--- src/rtl/g15_timing_pkg.sv ---
// rtl/g15_timing_pkg.sv - drum timing track constants, counter types and writer states
package g15_timing_pkg;

    localparam int N_BITS    = 29;
    localparam int N_WORDS   = 108;
    localparam int LAST_BIT  = N_BITS - 1;
    localparam int LAST_WORD = N_WORDS - 1;

    localparam logic [N_BITS-1:0] TM_PAT = 29'b0_1101000_1_1100000_01_10000_00000_0;

    typedef logic [$clog2(N_BITS)-1:0]  bit_t;
    typedef logic [$clog2(N_WORDS)-1:0] word_t;

    typedef enum logic [1:0] {
        TW_IDLE,
        TW_ARM,
        TW_WRITE,
        TW_DONE
    } tw_state_t;

endpackage

--- src/rtl/mod_counter.sv ---
// rtl/mod_counter.sv - modulo-MOD counter with enable and wrap strobe
module mod_counter #(
    parameter int MOD = 29,
    parameter int W   = $clog2(MOD)
) (
    input  logic         clk,
    input  logic         rst_n,
    input  logic         inc,
    output logic [W-1:0] q,
    output logic         wrap
);

    localparam logic [W-1:0] LAST = W'(MOD - 1);

    // wrap is qualified by inc so a cascaded counter only advances on a real rollover
    assign wrap = inc && (q == LAST);

    always_ff @(posedge clk or negedge rst_n) begin
        if (!rst_n) begin
            q <= '0;
        end else if (wrap) begin
            q <= '0;
        end else if (inc) begin
            q <= q + 1'b1;
        end
    end

endmodule

--- src/rtl/timing_track_writer.sv ---
// rtl/timing_track_writer.sv - bit/word timing generator with one-revolution track re-record
module timing_track_writer
    import g15_timing_pkg::*;
(
    input  logic       CLOCK,
    input  logic       rst_n,
    input  logic       start,
    output logic       TM,
    output logic       CN,
    output logic       CE,
    output logic       CF,
    output logic       wr_en,
    output logic       busy,
    output logic       done,
    output logic [4:0] bit_cnt,
    output logic [6:0] word_cnt
);

    bit_t      bit_q;
    word_t     word_q;
    logic      bit_wrap;
    logic      last_bit;
    logic      index;
    bit_t      tm_idx;
    tw_state_t state;

    mod_counter #(.MOD(N_BITS)) u_bit_counter (
        .clk   (CLOCK),
        .rst_n (rst_n),
        .inc   (1'b1),
        .q     (bit_q),
        .wrap  (bit_wrap)
    );

    // word counter's wrap coincides with the final bit of the revolution
    mod_counter #(.MOD(N_WORDS)) u_word_counter (
        .clk   (CLOCK),
        .rst_n (rst_n),
        .inc   (bit_wrap),
        .q     (word_q),
        .wrap  (last_bit)
    );

    assign index  = (bit_q == '0) && (word_q == '0);
    assign tm_idx = bit_t'(LAST_BIT) - bit_q;

    assign TM = TM_PAT[tm_idx];
    assign CN = (word_q != word_t'(LAST_WORD));
    assign CE = ~word_q[0];
    assign CF = word_q[1];

    assign bit_cnt  = bit_q;
    assign word_cnt = word_q;

    always_ff @(posedge CLOCK or negedge rst_n) begin
        if (!rst_n) begin
            state <= TW_IDLE;
        end else begin
            case (state)
                TW_IDLE:  if (start)    state <= TW_ARM;
                TW_ARM:   if (index)    state <= TW_WRITE;
                TW_WRITE: if (last_bit) state <= TW_DONE;
                TW_DONE:                state <= TW_IDLE;
                default:                state <= TW_IDLE;
            endcase
        end
    end

    // the ARM term lets the write open on the index bit itself rather than one bit late
    assign wr_en = (state == TW_WRITE) || ((state == TW_ARM) && index);
    assign busy  = (state == TW_ARM) || (state == TW_WRITE);
    assign done  = (state == TW_DONE);

endmodule
--- config.mk ---
export PLATFORM = sky130hd
export DESIGN_NAME = timing_track_writer
export DESIGN_NICKNAME = d
export VERILOG_FILES = /design/src/rtl/g15_timing_pkg.sv /design/src/rtl/mod_counter.sv /design/src/rtl/timing_track_writer.sv
export SDC_FILE = /design/constraint.sdc
export NUM_CORES = 1
export LEC_CHECK = 0
export ABC_AREA = 1
export BUFFER_PORTS_ARGS = -buffer_cell sky130_fd_sc_hd__buf_2
export CORE_MARGIN = 2
export CORE_UTILIZATION = 55
export DETAILED_ROUTE_END_ITERATION = 12
export PLACE_DENSITY = 0.91
export SYNTH_ARGS = -nofsm -noshare
export SYNTH_HDL_FRONTEND = slang
export SYNTH_SLANG_ARGS = --single-unit
--- constraint.sdc ---
create_clock -name CLOCK -period 3.2 [get_ports CLOCK]
set_input_delay 0.16 -clock CLOCK [delete_from_list [all_inputs] [get_ports CLOCK]]
set_output_delay 0.16 -clock CLOCK [all_outputs]
set_load 0.05 [all_outputs]
==> results of run 1 <==
## path summary, 6_finish.rpt
kind,endpoint,slack (ns),depth (start not counted)
worst max-delay path,TM,1.11,12
worst min-delay path,state[0],0.26,4
worst max register to register,state[1],1.46,9
worst min register to register,state[1],0.56,2
max in group asynchronous,u_word_counter.q[3],2.68,2
min in group asynchronous,u_word_counter.q[4],0.28,2
## flip-flops by register name, summed over array words and instances (netlist names)
register,count
u_word_counter.q,7
state,2
u_bit_counter.q,5
## metal layers
metal  global-route usage [%]  vias up
met3                     2.69        5
met1                     27.6      433
li1                         -      477
met4                     11.7        0
met2                     38.6       25
met5                        0        -
## placed cells by master, fill, tap and decap left out, drive strengths merged
cell / n
nand4: 2
a21oi: 8
o21ai: 7
inv: 21
buf: 21
or2: 1
nand2: 41
dlygate4sd3: 1
nor2: 20
xor2: 1
nor3: 1
ha: 10
nand3: 9
clkbuf: 4
dfrtp: 14
## power by group
group	internal [mW]	total (mW)	switching [mW]	leakage [nW]
clock	0.0694	0.133	0.0636	0.0210
sequential	0.191	0.207	0.0166	0.177
combinational	0.0667	0.233	0.166	0.461
total	0.327	0.573	0.246	0.659
## Yosys cell counts, types with 2 or more instances
cell type,instances
o21ai_0,6
nand3_1,7
ha_1,10
nand2_1,37
a21oi_1,8
nand2_2,2
nand4_1,2
nand2_4,2
inv_1,20
dfrtp_1,14
nor2_1,17
## cells by family after synthesis
logic type      after synthesis
simple gates                 74
buf+inv                      23
compound gates               15
flops                        14
fa+ha+maj                    10
xor+xnor                      1
## area by class of cell
cell class | count | area (um^2) | share of cell area, %
flip-flops and latches | 14 | 350 | 29.6
well taps | 25 | 31.3 | 2.65
inverters | 21 | 78.8 | 6.67
clock buffers | 4 | 36.3 | 3.07
multi-input cells | 100 | 571 | 48.3
repair buffers | 22 | 115 | 9.74
## worst max-delay path, cell delays in order (launching register included)
cell and delay [ns]:
dfrtp_1 0.45, inv_1 0.09, ha_1 0.26, inv_1 0.07, nand2_1 0.08, nand2_1 0.06
nand2_1 0.06, nand2_1 0.06, nand3_1 0.07, nand2_1 0.07, nand2_1 0.05, nand2_1 0.05
buf_2 0.25
## repair_timing
action                                 CTS  global route
buffers inserted                         0             0
hold buffers                             1             0
endpoints found under the hold margin   14             0
==> results.cfg, run 1 <==
[critical_path]
cp.arrival_ns = 1.93
critPathLaunchType = flop
critPathKind = flop to output pin
crit_required_ns = 3.04
end_kind = output pin
crit_start = u_bit_counter.q[0]
crit_fanout = 7
rr_startpoint = u_bit_counter.q[0]

[placed_design]
dp.cells = 181
dp_hpwl_mm = 1.59
placed_area_mm2 = 0.00114
place_congestion = 0.845
dp_slack_ns = 1.44
port_buffers = 21

[synthesis]
synth_cell_types = 23
muxShareOfSynthArea_pct = 0
ys_ff_latch = 14
async_reset_ff_share_pct = 100
synth_top_area_share_pct = 34.4
yosys.area_share.xor_xnor_pct = 0.860
ys_warn_count = 0
synth_area_mm2 = 0.00102
synth-main-ff-cell = dfrtp_1
synth_top_family_by_area = simple AND/OR/NAND/NOR gates
synth_edf_count = 0
syn_nets = 150
yosysTopAreaCell = dfrtp_1
synth-simple-area-share_pct = 35.5
synth.area.top_cells = dfrtp_1, nand2_1, ha_1
yosysSeqAreaShare_pct = 34.4
syn-instance-count = 137
synth_area_per_cell_um2 = 7.43
synth_compound_area_share_pct = 7.37
synth_fa_ha_area_share_pct = 12.3

[die]
num_rows = 15
ios = 22
coreArea_mm2 = 0.00173
die_area_mm2 = 0.00221
dieWidth_um = 47.0
fp.dieH_um = 47.0
start_util_pct = 59.0

[clocking]
cts_resized = 0
tritoncts = built
cts_buffers = 3
clock-sinks = 14
insertion_delay_ns = 0.29
htreeDepth = 1
root_buffer = clkbuf_4
clk_pin_slew_ns = 0.09
clockBufferDepth = 2

[sta]
tns_ns = 0
worst_hold_slack_ns = 0.258
setup_ws_ns = 1.11
fin_skew_ns = 0.00226
min_period_ns = 2.09
max_freq_mhz = 479
slew_headroom_pct = 79.0
hold_violations = 0
rsz0062_at_grt = no
worst_pin_slew_ns = 0.316
fin_crit_sh_pct = 65.3
setup_viol = 0
slew_violations = 0

[outcome]
status = finished clean

[global_routing]
gr-total-overflow = 0
gr-usage-all-layers_pct = 22.5
grt_pass1_wl_mm = 3.47
antenna_found_initial = 0
grt_pass1_vias = 840
grt_max_degree = 15

[job]
drv_cap = 0

[drt]
dr_wl_met2_mm = 1.06
wirelength_met1_um = 941
wl_per_cell_um = 11.3
drt-total-wl_mm = 2.10
top_layer = met4
post_drt_via_cell_ratio = 5.05
dr.pass1.iters = 4
wl_met3_um = 68
ant_nets = 0
first_iter_violations = 20
num_vias = 940
drc = 0

[final_layout]
nets = 175
stdcell_area_mm2 = 0.00118
utilization_pct = 68.5
fillCellCount = 153
drive_gt1_share_pct = 22.4
final_cells = 186
antenna_cells = 0
area_delta_synth_final_pct = 16.1

[power]
power_leakage_nw = 0.659
peakVddDrop_v = 0.000637
total_power_mw = 0.573
powerDensity_mw_per_mm2 = 485

[hold_path]
min_from = start
min_path_type = input pin to flop
Power figures use the tool's default switching activity.
==> inputs of run 2 (changes only) <==
--- a/config.mk
+++ b/config.mk
@@ -8,9 +8,9 @@
 export ABC_AREA = 1
 export BUFFER_PORTS_ARGS = -buffer_cell sky130_fd_sc_hd__buf_2
 export CORE_MARGIN = 2
-export CORE_UTILIZATION = 55
+export CORE_UTILIZATION = 53
 export DETAILED_ROUTE_END_ITERATION = 12
-export PLACE_DENSITY = 0.91
+export PLACE_DENSITY = 0.88
 export SYNTH_ARGS = -nofsm -noshare
 export SYNTH_HDL_FRONTEND = slang
 export SYNTH_SLANG_ARGS = --single-unit
==> constraint.sdc (replaced) <==
create_clock -name CLOCK -period 2.1 [get_ports CLOCK]
set_input_delay 0.105 -clock CLOCK [delete_from_list [all_inputs] [get_ports CLOCK]]
set_output_delay 0.105 -clock CLOCK [all_outputs]
set_load 0.05 [all_outputs]
==> run 2 against run 1 <==
Critical path depth fell by 1. Global-route usage shrank 1.8 points. Sequential share of layout area increased by 0.30 points. Hold slack got worse by 0.019 ns. Cell area fell by 0.63%. Non-clock buffer count did not move. Worst setup slack got worse by 0.92 ns. First-iteration DRC count down 45%. Final cell count decreased by 0.54%. Clock power grew 15%. Combinational power grew 56%.
==> results.cfg, run 2 (synthesis gave the netlist of run 1 again) <==
[outcome]
status = finished clean

[sta]
hold_violations = 0
tns_ns = 0
setup_viol = 0
max_freq_mhz = 524
min_period_ns = 1.91
slew_headroom_pct = 78.6
fin_skew_ns = 0.00217
fin_crit_sh_pct = 90.8
slew_violations = 0
worst_pin_slew_ns = 0.321
rsz0062_at_grt = no

[final_layout]
mostFrequentLayoutCells = nand2_1, inv_1, buf_2
largestRegisters = u_word_counter.q (7), u_bit_counter.q (5), state (2)
utilization_pct = 66.6
fillCellCount = 168
multi_input_area_um2 = 573
area_delta_synth_final_pct = 15.4
nets = 175
final_common_cell = nand2_1
top_register = u_word_counter.q
drive_gt1_share_pct = 23.1
antenna_cells = 0
largest_reg_flops = 7
seq_area_um2 = 352

[power]
peakVddDrop_v = 0.000695
p_int_mw = 0.461
p_sw_share_pct = 44.5
power_switching_mw = 0.369
power.share.clock_pct = 18.4
combPwrFrac_pct = 43.8
power_leakage_nw = 0.649
powerDensity_mw_per_mm2 = 706
pwr-share-seq_pct = 37.8

[critical_path]
crit_fanout = 7
end_kind = output pin
critPathLaunchType = flop
crit_required_ns = 2.00
cp.arrival_ns = 1.80
critPathKind = flop to output pin

[global_routing]
gr-total-overflow = 0
grt_pass1_vias = 857
antenna_found_initial = 0
grt_max_degree = 15
gr-usage-all-layers_pct = 20.7
grt_pass1_wl_mm = 3.31

[placed_design]
place_congestion = 0.819
port_buffers = 21
dp_hpwl_mm = 1.66

[clocking]
cts_buffers = 3
root_buffer = clkbuf_4
tritoncts = built
cts_setup_buffers = 0
clockBufferDepth = 2
insertion_delay_ns = 0.28
clk_pin_slew_ns = 0.08
clock-sinks = 14
htreeDepth = 1

[die]
ios = 22
fp.dieH_um = 47.8
die_area_mm2 = 0.00229
dieWidth_um = 47.8
num_rows = 15
coreArea_mm2 = 0.00176
start_util_pct = 57.7

[drt]
drc = 0
wl_per_cell_um = 11.2
drt-total-wl_mm = 2.07
post_drt_via_cell_ratio = 4.97
dr.pass1.iters = 6
num_vias = 920
first_iter_violations = 11
ant_nets = 0

[hold_path]
min_path_type = input pin to asynchronous set/reset pin

[job]
drv_cap = 0
==> run 2: timing repair <==
item / CTS / global route
hold buffers: 1 / 0
endpoints found under the setup margin: 0 / 1
hold endpoints to repair: 14 / 0
resized for setup: 0 / 4
==> run 2: final timing paths <==
check                                 endpoint  cells after the start  slack [ns]                from
min                        u_word_counter.q[6]                      2        0.24               rst_n
min in group CLOCK                    state[0]                      4        0.24               start
max                                         TM                     11        0.19  u_bit_counter.q[0]
max in group asynchronous   u_bit_counter.q[0]                      2        1.60               rst_n
max reg2reg                           state[1]                      9        0.41  u_bit_counter.q[0]
min reg2reg                 u_bit_counter.q[0]                      1        0.52  u_bit_counter.q[0]
==> run 2: power by group through the flow <==
stage | sequential, mW | clock, mW | combinational (mW)
detailed placement | 0.318 | 0 | 0.356
CTS | 0.313 | 0.155 | 0.366
floorplan | 0.312 | 0 | 0.300
global placement | 0.318 | 0 | 0.343
finish | 0.314 | 0.153 | 0.364
global route | 0.317 | 0.164 | 0.396
==> run 2: per-stage QoR <==
step	std cells	hold WS [ns]	power [mW]	worst slack [ns]	instance area, um^2
floorplan	137	-0.191	0.613	0.139	1020
global placement	181	0.0109	0.660	0.485	1140
detailed placement	181	0.0175	0.674	0.371	1140
CTS	185	0.234	0.834	0.0609	1170
global route	185	0.249	0.877	0.0335	1170
finish	185	0.239	0.830	0.193	1170
==> run 2: worst max-delay path, cell delays in order, from the launching register on <==
cell and delay [ns]:
dfrtp_2 0.45, inv_1 0.11, ha_2 0.23, nand2_1 0.09, nand2_1 0.09, nand2_1 0.06, nand2_1 0.07, nand3_1 0.06
nand2_1 0.06, nand2_1 0.05, nand2_1 0.05, buf_4 0.19
==> run 2: routing by layer <==
metal  global-route usage [%]  up-vias  routed length [um]
li1                         -      472                   -
met1                     22.5      424                 907
met2                     38.7       18                1050
met3                     2.26        6                  49
met4                     11.4        0                  65
met5                        0        -                   0
==> run 2: cell type report <==
type | instances | area share, %
flip-flops and latches | 14 | 29.9
multi-input cells | 100 | 48.8
inverters | 21 | 6.71
repair buffers | 22 | 10.0
clock buffers | 3 | 1.92
well taps | 25 | 2.66
==> inputs of run 3 (changes only) <==
--- a/config.mk
+++ b/config.mk
@@ -7,7 +7,6 @@
 export LEC_CHECK = 0
 export ABC_AREA = 1
 export BUFFER_PORTS_ARGS = -buffer_cell sky130_fd_sc_hd__buf_2
-export CORE_MARGIN = 2
 export CORE_UTILIZATION = 53
 export DETAILED_ROUTE_END_ITERATION = 12
 export PLACE_DENSITY = 0.88
==> run 3 against run 2 <==
Hold slack lost 0.011 ns. Combinational power shrank 2%. Critical path type unchanged. Non-clock buffer count unchanged. Critical path depth fell by 2. Worst setup slack worse by 0.095 ns.
==> results.cfg, run 3 (synthesis gave the netlist of run 1 again) <==
[final_layout]
top_register = u_word_counter.q
largestRegisters = u_word_counter.q (7), u_bit_counter.q (5), state (2)
mostFrequentLayoutCells = nand2_1, inv_1, buf_2
final_common_cell = nand2_1
area_delta_synth_final_pct = 16.7
largest_reg_flops = 7
utilization_pct = 67.4
drive_gt1_share_pct = 23.6
nets = 175
antenna_cells = 0

[power]
peakVddDrop_v = 0.000659
p_int_mw = 0.498
p_sw_share_pct = 43.0
power_leakage_nw = 0.656
pwr-share-seq_pct = 36.1
power_switching_mw = 0.375
powerDensity_mw_per_mm2 = 735
combPwrFrac_pct = 41.0
power.share.clock_pct = 23.0

[drt]
drc = 0
dr.pass1.iters = 4
wl_per_cell_um = 11.8
post_drt_via_cell_ratio = 4.98
num_vias = 927
ant_nets = 0
drt-total-wl_mm = 2.19
first_iter_violations = 10

[die]
dieWidth_um = 45.8
ios = 22
die_area_mm2 = 0.00210
num_rows = 15
start_util_pct = 57.7
coreArea_mm2 = 0.00176
fp.dieH_um = 45.8

[critical_path]
crit_start = u_bit_counter.q[0]
reg2reg_to = state[1]
critPathKind = flop to output pin
crit_fanout = 7
crit_required_ns = 2.00
end_kind = output pin
rr_startpoint = u_bit_counter.q[0]
reg2regPathDepth = 9
critical_path.endpoint = TM
critPathLaunchType = flop
cp.arrival_ns = 1.90
rrSetupSlack_ns = 0.38

[global_routing]
grt_max_degree = 15
grt_pass1_wl_mm = 3.52
antenna_found_initial = 0
gr-usage-all-layers_pct = 24.1
grt_pass1_vias = 843
gr-total-overflow = 0

[clocking]
clockBufferDepth = 2
root_buffer = clkbuf_4
clk_pin_slew_ns = 0.09
tritoncts = built
htreeDepth = 1
clock-sinks = 14
cts_buffers = 3
insertion_delay_ns = 0.29

[sta]
max_freq_mhz = 499
hold_violations = 0
slew_violations = 0
tns_ns = 0
slew_headroom_pct = 77.0
worst_hold_slack_ns = 0.228
worst_pin_slew_ns = 0.341
min_period_ns = 2.00
setup_viol = 0
fin_skew_ns = 0.00405
setup_ws_ns = 0.0976
fin_crit_sh_pct = 95.4

[placed_design]
dp_hpwl_mm = 1.68
port_buffers = 21
dp_slack_ns = 0.329
place_congestion = 0.816

[outcome]
status = finished clean

[hold_path]
min_path_type = input pin to asynchronous set/reset pin

[job]
drv_cap = 0
==> run 3: layout make-up <==
| class | count | area [um^2] |
|---|---|---|
| Clock buffer | 4 | 36.3 |
| Fill cell | 162 | 576 |
| Inverter | 21 | 78.8 |
| Multi-Input combinational cell | 100 | 573 |
| Sequential cell | 14 | 352 |
| Tap cell | 25 | 31.3 |
| Timing Repair Buffer | 22 | 118 |
==> run 3: metrics by stage <==
| step | total power, mW | area [um^2] | cells |
|---|---|---|---|
| floorplan | 0.613 | 1020 | 137 |
| global placement | 0.659 | 1140 | 181 |
| detailed placement | 0.676 | 1140 | 181 |
| CTS | 0.878 | 1180 | 186 |
| global route | 0.933 | 1190 | 186 |
| finish | 0.874 | 1190 | 186 |
==> run 3: critical path, stage by stage (launching register included) <==
cell and delay, ns:
dfrtp_2 0.45, inv_1 0.11, ha_2 0.24, nand2_1 0.10
a21oi_1 0.21, nand2_1 0.08, nand2_1 0.06, nand2_1 0.05
nand2_1 0.08, clkbuf_4 0.23
==> run 3: layer usage <==
metal / track usage (%) / part of all wire, %
met5: 0 / 0
met4: 12.4 / 1.9
met3: 3.57 / 2.6
met2: 44.6 / 54
met1: 26.2 / 42
==> run 3: power by group through the flow <==
stage	Sequential (mW)	Combinational, mW	Clock (mW)
after global routing	0.320	0.398	0.215
after floorplan	0.312	0.300	0
after global placement	0.317	0.341	0
after detailed placement	0.320	0.356	0
after CTS	0.315	0.361	0.203
final	0.315	0.358	0.201
==> run 3: worst min-delay path by stage <==
stage | end | slack, ns | depth (start not counted)
after floorplan | state[0] | -0.19 | 0
after global placement | u_word_counter.q[3] | 0.01 | 1
after detailed placement | u_word_counter.q[2] | 0.02 | 1
after CTS | u_word_counter.q[2] | 0.23 | 2
after global routing | u_word_counter.q[2] | 0.26 | 2
final | u_word_counter.q[2] | 0.23 | 2
==> run 3: what timing repair did <==
action	4_1_cts	5_1_grt
hold buffers	1	0
setup buffers	0	0
setup endpoints to repair	0	1
hold endpoints to repair	14	0
gates resized for setup	0	3
